[config.mk]
export PLATFORM = sky130hd
export DESIGN_NAME = uart_rx_frame
export DESIGN_NICKNAME = d
export VERILOG_FILES = /design/src/rtl/uart_rx_frame.sv
export SDC_FILE = /design/constraint.sdc
export NUM_CORES = 1
export LEC_CHECK = 0
export BUFFER_PORTS_ARGS = -buffer_cell sky130_fd_sc_hd__clkbuf_2
export CAP_MARGIN = 25
export CORE_UTILIZATION = 55
export CTS_CLUSTER_SIZE = 12
export DETAILED_ROUTE_END_ITERATION = 7
export PLACE_DENSITY = 0.79
export SLEW_MARGIN = 0
export SYNTH_ARGS = -nofsm -noshare
export SYNTH_HDL_FRONTEND = slang
export SYNTH_SLANG_ARGS = --single-unit
[constraint.sdc]
create_clock -name CLK -period 3.25 [get_ports CLK]
set_input_delay 0.8125 -clock CLK [delete_from_list [all_inputs] [get_ports CLK]]
set_output_delay 0.8125 -clock CLK [all_outputs]
set_load 0.01 [all_outputs]
[src/rtl/uart_rx_frame.sv]
// UART receiver: oversampled 3-sample majority vote, LSB-first data, optional parity, stop check.
// Optional `define UART_RX_SYNC_EN adds a 2-flop RX_IN synchronizer (+2 cycles of latency).
module uart_rx_frame #(
  parameter int Data_WD     = 8,
  parameter int PRESCALE_WD = 6
) (
  input  logic                   CLK,
  input  logic                   RST,
  input  logic                   RX_IN,
  input  logic [PRESCALE_WD-1:0] Prescale,
  input  logic                   PAR_EN,
  input  logic                   PAR_TYP,
  output logic [Data_WD-1:0]     P_DATA,
  output logic                   Data_Valid,
  output logic                   Par_Err,
  output logic                   Stp_Err
);

  localparam int BW = $clog2(Data_WD);

  typedef enum logic [2:0] {
    IDLE   = 3'd0,
    START  = 3'd1,
    DATA   = 3'd2,
    PARITY = 3'd3,
    STOP   = 3'd4
  } state_t;

  state_t                 state_q, state_d;
  logic [PRESCALE_WD-1:0] ec_q, ec_d;
  logic [PRESCALE_WD-1:0] p_q, p_d;
  logic [BW-1:0]          bit_cnt_q, bit_cnt_d;
  logic [2:0]             samp_q, samp_d;
  logic                   bit_q, bit_d;
  logic [Data_WD-1:0]     shift_q, shift_d;
  logic [Data_WD-1:0]     p_data_q, p_data_d;
  logic                   par_en_q, par_en_d;
  logic                   par_typ_q, par_typ_d;
  logic                   par_fail_q, par_fail_d;
  logic                   dv_q, dv_d;
  logic                   pe_q, pe_d;
  logic                   se_q, se_d;

  logic                   rx_line;
  logic [PRESCALE_WD-1:0] p_clamped;
  logic [PRESCALE_WD-1:0] half;
  logic [PRESCALE_WD-1:0] p_last;
  logic                   bit_end;
  logic                   vote_now;
  logic                   vote;

`ifdef UART_RX_SYNC_EN
  logic [1:0] sync_q;

  always_ff @(posedge CLK or posedge RST) begin
    if (RST) begin
      sync_q <= 2'b11;
    end else begin
      sync_q <= {sync_q[0], RX_IN};
    end
  end

  assign rx_line = sync_q[1];
`else
  assign rx_line = RX_IN;
`endif

  // Force the bit period even and at least 8 so the H-1..H+2 window fits inside it.
  always_comb begin
    p_clamped = {Prescale[PRESCALE_WD-1:1], 1'b0};
    if (Prescale < PRESCALE_WD'(8)) begin
      p_clamped = PRESCALE_WD'(8);
    end
  end

  assign half     = p_q >> 1;
  assign p_last   = p_q - PRESCALE_WD'(1);
  assign bit_end  = (ec_q == p_last);
  assign vote_now = (ec_q == half + PRESCALE_WD'(2));
  assign vote     = (samp_q[0] & samp_q[1]) | (samp_q[0] & samp_q[2]) | (samp_q[1] & samp_q[2]);

  always_ff @(posedge CLK or posedge RST) begin
    if (RST) begin
      state_q <= IDLE;
    end else begin
      state_q <= state_d;
    end
  end

  always_comb begin
    state_d    = state_q;
    ec_d       = ec_q;
    p_d        = p_q;
    bit_cnt_d  = bit_cnt_q;
    samp_d     = samp_q;
    bit_d      = bit_q;
    shift_d    = shift_q;
    p_data_d   = p_data_q;
    par_en_d   = par_en_q;
    par_typ_d  = par_typ_q;
    par_fail_d = par_fail_q;
    dv_d       = 1'b0;
    pe_d       = 1'b0;
    se_d       = 1'b0;

    if (state_q != IDLE) begin
      ec_d = bit_end ? '0 : ec_q + PRESCALE_WD'(1);
      if (ec_q == half - PRESCALE_WD'(1)) samp_d[0] = rx_line;
      if (ec_q == half)                   samp_d[1] = rx_line;
      if (ec_q == half + PRESCALE_WD'(1)) samp_d[2] = rx_line;
      if (vote_now)                       bit_d     = vote;
    end

    case (state_q)
      IDLE: begin
        ec_d = '0;
        // The cycle the low line is seen counts as ec=0 of the start bit.
        if (!rx_line) begin
          state_d    = START;
          ec_d       = PRESCALE_WD'(1);
          p_d        = p_clamped;
          par_en_d   = PAR_EN;
          par_typ_d  = PAR_TYP;
          par_fail_d = 1'b0;
          bit_cnt_d  = '0;
        end
      end
      START: begin
        if (vote_now && vote) begin
          state_d = IDLE;
          ec_d    = '0;
        end else if (bit_end) begin
          state_d = DATA;
        end
      end
      DATA: begin
        if (vote_now) begin
          shift_d = {vote, shift_q[Data_WD-1:1]};
        end
        if (bit_end) begin
          if (bit_cnt_q == BW'(Data_WD - 1)) begin
            bit_cnt_d = '0;
            state_d   = par_en_q ? PARITY : STOP;
          end else begin
            bit_cnt_d = bit_cnt_q + BW'(1);
          end
        end
      end
      PARITY: begin
        if (vote_now) begin
          par_fail_d = (((^shift_q) ^ vote) != par_typ_q);
        end
        if (bit_end) begin
          state_d = STOP;
        end
      end
      STOP: begin
        if (bit_end) begin
          state_d = IDLE;
          pe_d    = par_fail_q;
          se_d    = ~bit_q;
          dv_d    = ~par_fail_q & bit_q;
          if (~par_fail_q & bit_q) begin
            p_data_d = shift_q;
          end
        end
      end
      default: begin
        state_d = IDLE;
        ec_d    = '0;
      end
    endcase
  end

  always_ff @(posedge CLK or posedge RST) begin
    if (RST) begin
      ec_q       <= '0;
      p_q        <= PRESCALE_WD'(8);
      bit_cnt_q  <= '0;
      samp_q     <= 3'b111;
      bit_q      <= 1'b1;
      shift_q    <= '0;
      p_data_q   <= '0;
      par_en_q   <= 1'b0;
      par_typ_q  <= 1'b0;
      par_fail_q <= 1'b0;
      dv_q       <= 1'b0;
      pe_q       <= 1'b0;
      se_q       <= 1'b0;
    end else begin
      ec_q       <= ec_d;
      p_q        <= p_d;
      bit_cnt_q  <= bit_cnt_d;
      samp_q     <= samp_d;
      bit_q      <= bit_d;
      shift_q    <= shift_d;
      p_data_q   <= p_data_d;
      par_en_q   <= par_en_d;
      par_typ_q  <= par_typ_d;
      par_fail_q <= par_fail_d;
      dv_q       <= dv_d;
      pe_q       <= pe_d;
      se_q       <= se_d;
    end
  end

  assign P_DATA     = p_data_q;
  assign Data_Valid = dv_q;
  assign Par_Err    = pe_q;
  assign Stp_Err    = se_q;

endmodule
==> metrics.txt, run 1 <==
run status finished clean; Yosys reg bits 43; CTS Buffer Depth 2; Hold Startpoint par_typ_q$_DFFE_PP0P_; Nets between 200 and 300; fraction of layout cells with a size suffix above 1 23.6%; Leakage 0.00129 uW; DP Wirelength ~3.2 mm; IO buf count 20; Core Region between 4000 and 5000 um^2; Comb power frac between 40% and 50%; initial core utilization between 50% and 60%; Reg clk slew, reported paths about 0.080 ns; post-route antenna net violation count 0; worst reg2reg setup slack about 0.45 ns; Worst R2R End P_DATA[3]$_DFFE_PP0P_; Setup CP Type register to register; gr usage total about a fifth; diodes inserted 0; number of buffers inserted during clock tree synthesis 5; pins over their slew limit 0; Worst EP required 3.43 ns; Sw Ratio 39.7%; crit path max fanout 12; register area share after synthesis approximately 43%; die area 4810 um^2; Clk pwr share just under 20%; Sw Pwr roughly 850 uW; CTS tree built; CTS resizes 0; CP Data Arrival Time 2.98 ns; maxcap violations 0; sum of negative setup slack 0 ns; reg2reg path depth 7; DP Area between 2000 and 3000 um^2; clock sinks 43; Hold Fails Final Rpt 0; Post-Route WL approximately 4.5 mm; H-tree levels 2; Reg2Reg Launch Point p_q[3]$_DFFE_PP1P_; final setup fails 0; Yosys warning count 0; I/O Pins 22; Post-synth EDFFs 0; row count 24; cells after synthesis 239; clock latency on the worst-skew pair about 0.3 ns; Reg power frac 38.8%; antenna violations before repair 0; internal power between 1000 and 1500 uW; Slew Limit Headroom between 60% and 70%; Mapped Nets 258; FMAX 358 MHz; asr flop ratio synth between 90% and 100%; Pwr Density 791 nW/um^2; finished layout cell area about 2700 um^2; via count approximately 1700; synth unique cells 43; Max IR drop VDD 427 uV; WL/cell approximately 15 um; hold depth 2; Worst Tran Pin Value 0.589 ns; number of global-route vias before repair around 1600; synth-to-layout area growth 9.03%; CP Capture Type register; post-synthesis cell area between 2000 and 2500 um^2; syn avg cell area around 10 um^2; chip width 69.4 um; post-CTS setup buffer count 0; hold buffers post-CTS 0; DRC viols 0; top_reg_cell synth dfrtp_1; largest net degree at the start of global routing 44; Core Util, Final 62.5%; gpl congestion 0.813; crit start category register; first-pass GRT wire length between 7 and 8 mm; Die Y approximately 69 um; drt first pass iters 4; routed vias/inst 5.54; unrepaired setup endpoints after global routing no; final cycle utilization of the critical path a little under nine tenths; total gr overflow 0; Critical path origin p_q[3]$_DFFE_PP1P_; fin cells 310; initial DRC count 86; worst-case clock skew 0.00981 ns; Min-Delay Path Class register to register; most frequent cells in the layout 38 x dfrtp_1, 25 x nand2_1, 20 x clkbuf_2, 18 x nor2_1, 16 x xnor2_1; fin crit period 2.80 ns; most common cell after layout, fill and taps aside dfrtp_1; endpoint of the worst hold-timing path par_typ_q$_DFFE_PP0P_; Cells after DPL 302; clock root cell clkbuf_8
==> cells in the mapped netlist (all sizes together), types with 3 or more instances <==
library cell | n | area (um^2)
dfrtp | 38 | 951
nand2 | 25 | 93.8
mux2 | 22 | 278
nor2 | 18 | 67.6
xnor2 | 16 | 140
xor2 | 15 | 131
o21ai | 13 | 65.1
nand3 | 11 | 55.1
ha | 8 | 100
inv | 7 | 26.3
buf | 6 | 48.8
a21oi | 5 | 25.0
clkbuf | 5 | 18.8
dfstp | 5 | 131
nor2b | 5 | 31.3
and3 | 4 | 25.0
mux2i | 3 | 30.0
nor3 | 3 | 15.0
==> how the worst max path moves through the flow <==
stage | to | slack, ns | cells past startpoint
4_1_cts | P_DATA[3]$_DFFE_PP0P_ | 0.45 | 7
5_1_grt | P_DATA[4]$_DFFE_PP0P_ | 0.30 | 7
3_5_place_dp | P_DATA[7]$_DFFE_PP0P_ | 0.48 | 7
3_3_place_gp | P_DATA[5]$_DFFE_PP0P_ | 0.54 | 7
6_report | P_DATA[3]$_DFFE_PP0P_ | 0.45 | 7
2_1_floorplan | P_DATA[0]$_DFFE_PP0P_ | 0.67 | 9
==> metal layers <==
layer  vias to the layer above  routed length, um  GRT usage, %
li1                        858                  -             -
met1                       834               2280          30.1
met2                        23               2070          31.2
met3                         2                148          4.36
met4                         0                 25          4.76
met5                         -                  0             0
==> power groups by stage <==
stage	Clock (uW)	Sequential, uW	Combinational (uW)
3_5_place_dp	0	839	882
2_1_floorplan	0	751	817
3_3_place_gp	0	836	861
6_report	421	835	897
4_1_cts	422	830	901
5_1_grt	446	856	1000
==> cell families after synthesis <==
kind of cell,count (synthesis),synth area share (%)
xor+xnor,31,10.9
compound gates,29,8.22
simple gates,84,17.0
mux,25,12.3
fa+ha+maj,9,4.41
buf+inv,18,3.76
flops,43,43.4
==> layout make-up <==
cell class	instances	area, um^2
inverters	7	26.3
repair buffers	22	115
fillers	348	1630
well taps	52	65.1
clock inverters	3	43.8
flip-flops and latches	43	1080
clock buffers	5	68.8
multi-input cells	178	1320
==> critical path, cell delays in order (launching register included) <==
cell and delay, ns:
dfstp_2 0.64, inv_1 0.12, ha_1 0.21, a21boi_1 0.37, xnor2_1 0.18, a211oi_4 0.20, and4b_1 0.61, mux2_4 0.35
==> flip-flops by register name, indices dropped and copies added (netlist names), 3 cells and up <==
register / cells
samp_q: 3
shift_q: 8
bit_cnt_q: 3
ec_q: 6
P_DATA: 8
state_q: 3
p_q: 5
==> through the flow <==
step                      hold slack (ns)  total power (uW)  setup slack (ns)
after global placement              0.468              1700             0.542
after floorplan                     0.457              1570             0.672
after global routing                0.539              2310             0.304
final                               0.503              2150             0.453
after detailed placement            0.488              1720             0.482
after CTS                           0.509              2150             0.448
(Power assumes the default switching activity.)
==> run 2, diff against run 1 <==
MAX_ROUTING_LAYER = met4   (was unset)
==> metrics.txt, run 2 (same netlist as run 1, synthesis figures left out) <==
run status finished clean; multi-input combinational cell area around 1300 um^2; CP top delay family flip-flops; Worst EP required about 3.4 ns; crit path to P_DATA[3]$_DFFE_PP0P_; unrepaired setup endpoints after global routing no; Hold Fails Final Rpt 0; Register Area about 1100 um^2; fin cells 310; maxcap violations 0; WL/cell around 15 um; CP Data Arrival Time between 2 and 3 ns; gpl congestion 0.825; worst reg2reg setup slack around 0.44 ns; slowest stage delay, CP 0.65 ns; Comb power frac a little over two fifths; chip width ~69 um; Sw Ratio about two fifths; slowest CP cell dfstp_2; total gr overflow 0; Max IR drop VDD 426 uV; grt peak-use layer met2; reg2reg path depth 7; met2 track demand over resource ~31%; CTS resizes 0; row count 24; pins over their slew limit 0; Pwr Density just under 800 nW/um^2; instance count on the critical path 7; routed vias/inst roughly 5.6; antenna violations before repair 0; CP Capture Type register; Core Region 4350 um^2; via count around 1700; CTS tree built; Reg clk slew, reported paths about 0.08 ns; final cycle utilization of the critical path 86.5%; Slew Limit Headroom between 60% and 70%; Cells after DPL 302; gr usage total 21.2%; synth-to-layout area growth 9.03%; Critical path origin p_q[3]$_DFFE_PP1P_; fillers 348; most frequent cells in the layout 38 x dfrtp_1, 25 x nand2_1, 20 x clkbuf_2, 18 x nor2_1, 16 x xnor2_1; Min-Delay Path Class register to register; Reg power frac between 30% and 40%; initial core utilization approximately 57%; fraction of layout cells with a size suffix above 1 roughly a quarter; number of buffers inserted during clock tree synthesis 5; number of global-route vias before repair between 1500 and 2000; fin crit period roughly 2.8 ns; final setup fails 0; drt first pass iters 4; IO buf count 20; diodes inserted 0; I/O Pins 22; post-CTS setup buffer count 0; FMAX ~360 MHz; die area 4810 um^2; worst-case clock skew approximately 0.0081 ns; Clk pwr share around a fifth; Worst R2R End P_DATA[3]$_DFFE_PP0P_; worst path bufs/invs 1; crit start category register; most common cell after layout, fill and taps aside dfrtp_1; Post-Route WL 4.50 mm; Leakage ~0.0013 uW; CP cell instances inv_1, ha_1, a21boi_1, xnor2_1, a211oi_4, and4b_1, mux2_4; met3 Usage GRT 4.36%; Nets 276; largest net degree at the start of global routing between 40 and 50; met1 usage a little under a third; internal power 1300 uW; hold buffers post-CTS 0; post-route antenna net violation count 0; Die Y 69.4 um; Sw Pwr 850 uW; Setup CP Type register to register; DP Wirelength about 3.2 mm; sum of negative setup slack 0 ns; clock root cell clkbuf_8; H-tree levels 2; Reg2Reg Launch Point p_q[3]$_DFFE_PP1P_; DRC viols 0; crit path max fanout 12; Worst Tran Pin Value between 0.5 and 0.6 ns; clock sinks 43; first-pass GRT wire length 7.84 mm; CTS Buffer Depth 2; clock latency on the worst-skew pair roughly 0.29 ns; initial DRC count 70
-- run 2: worst min-delay path by stage --
stage | slack, ns | depth (start not counted) | start | end
floorplan | 0.46 | 1 | bit_cnt_q[0]$_DFFE_PP0P_ | bit_cnt_q[0]$_DFFE_PP0P_
global placement | 0.47 | 1 | bit_cnt_q[0]$_DFFE_PP0P_ | bit_cnt_q[0]$_DFFE_PP0P_
CTS | 0.51 | 2 | par_typ_q$_DFFE_PP0P_ | par_typ_q$_DFFE_PP0P_
finish | 0.50 | 2 | par_typ_q$_DFFE_PP0P_ | par_typ_q$_DFFE_PP0P_
detailed placement | 0.49 | 2 | par_typ_q$_DFFE_PP0P_ | par_typ_q$_DFFE_PP0P_
global route | 0.54 | 1 | P_DATA[5]$_DFFE_PP0P_ | P_DATA[5]$_DFFE_PP0P_
-- run 2: power by group through the flow --
stage                     sequential [uW]  clock (uW)  combinational (uW)
after floorplan                       751           0                 817
after global placement                836           0                 861
after detailed placement              839           0                 882
after CTS                             830         422                 901
after global routing                  856         446                1000
final                                 835         416                 898
-- run 2: cell type report --
cell class                 instances  area share, %
clock buffer                       5           2.53
clock inverter                     3           1.61
inverter                           7          0.966
multi-input combinational        178           48.5
sequential                        43           39.8
tap                               52           2.39
timing repair buffer              22           4.23
-- run 2: worst min-delay path: cells and delay by family (launching register included) --
kind	cells	cell delay, ns
flip-flops	1	0.36
AND/OR/NAND/NOR	2	0.12
-- run 2: routing by layer --
layer	vias to the layer above	wire [um]
met5	-	0
met4	0	22
met3	2	134
met2	21	2120
met1	852	2220
li1	859	-
-- run 2: metrics by stage --
| step | worst slack (ns) | utilization (%) | hold WS (ns) | area, um^2 | total power [uW] |
|---|---|---|---|---|---|
| after floorplan | 0.672 | - | 0.457 | 2490 | 1570 |
| after global placement | 0.542 | 59.9 | 0.468 | 2610 | 1700 |
| after detailed placement | 0.482 | 59.9 | 0.488 | 2610 | 1720 |
| after CTS | 0.448 | 62.5 | 0.509 | 2720 | 2150 |
| after global routing | 0.303 | 62.5 | 0.539 | 2720 | 2310 |
| final | 0.438 | 62.5 | 0.500 | 2720 | 2150 |
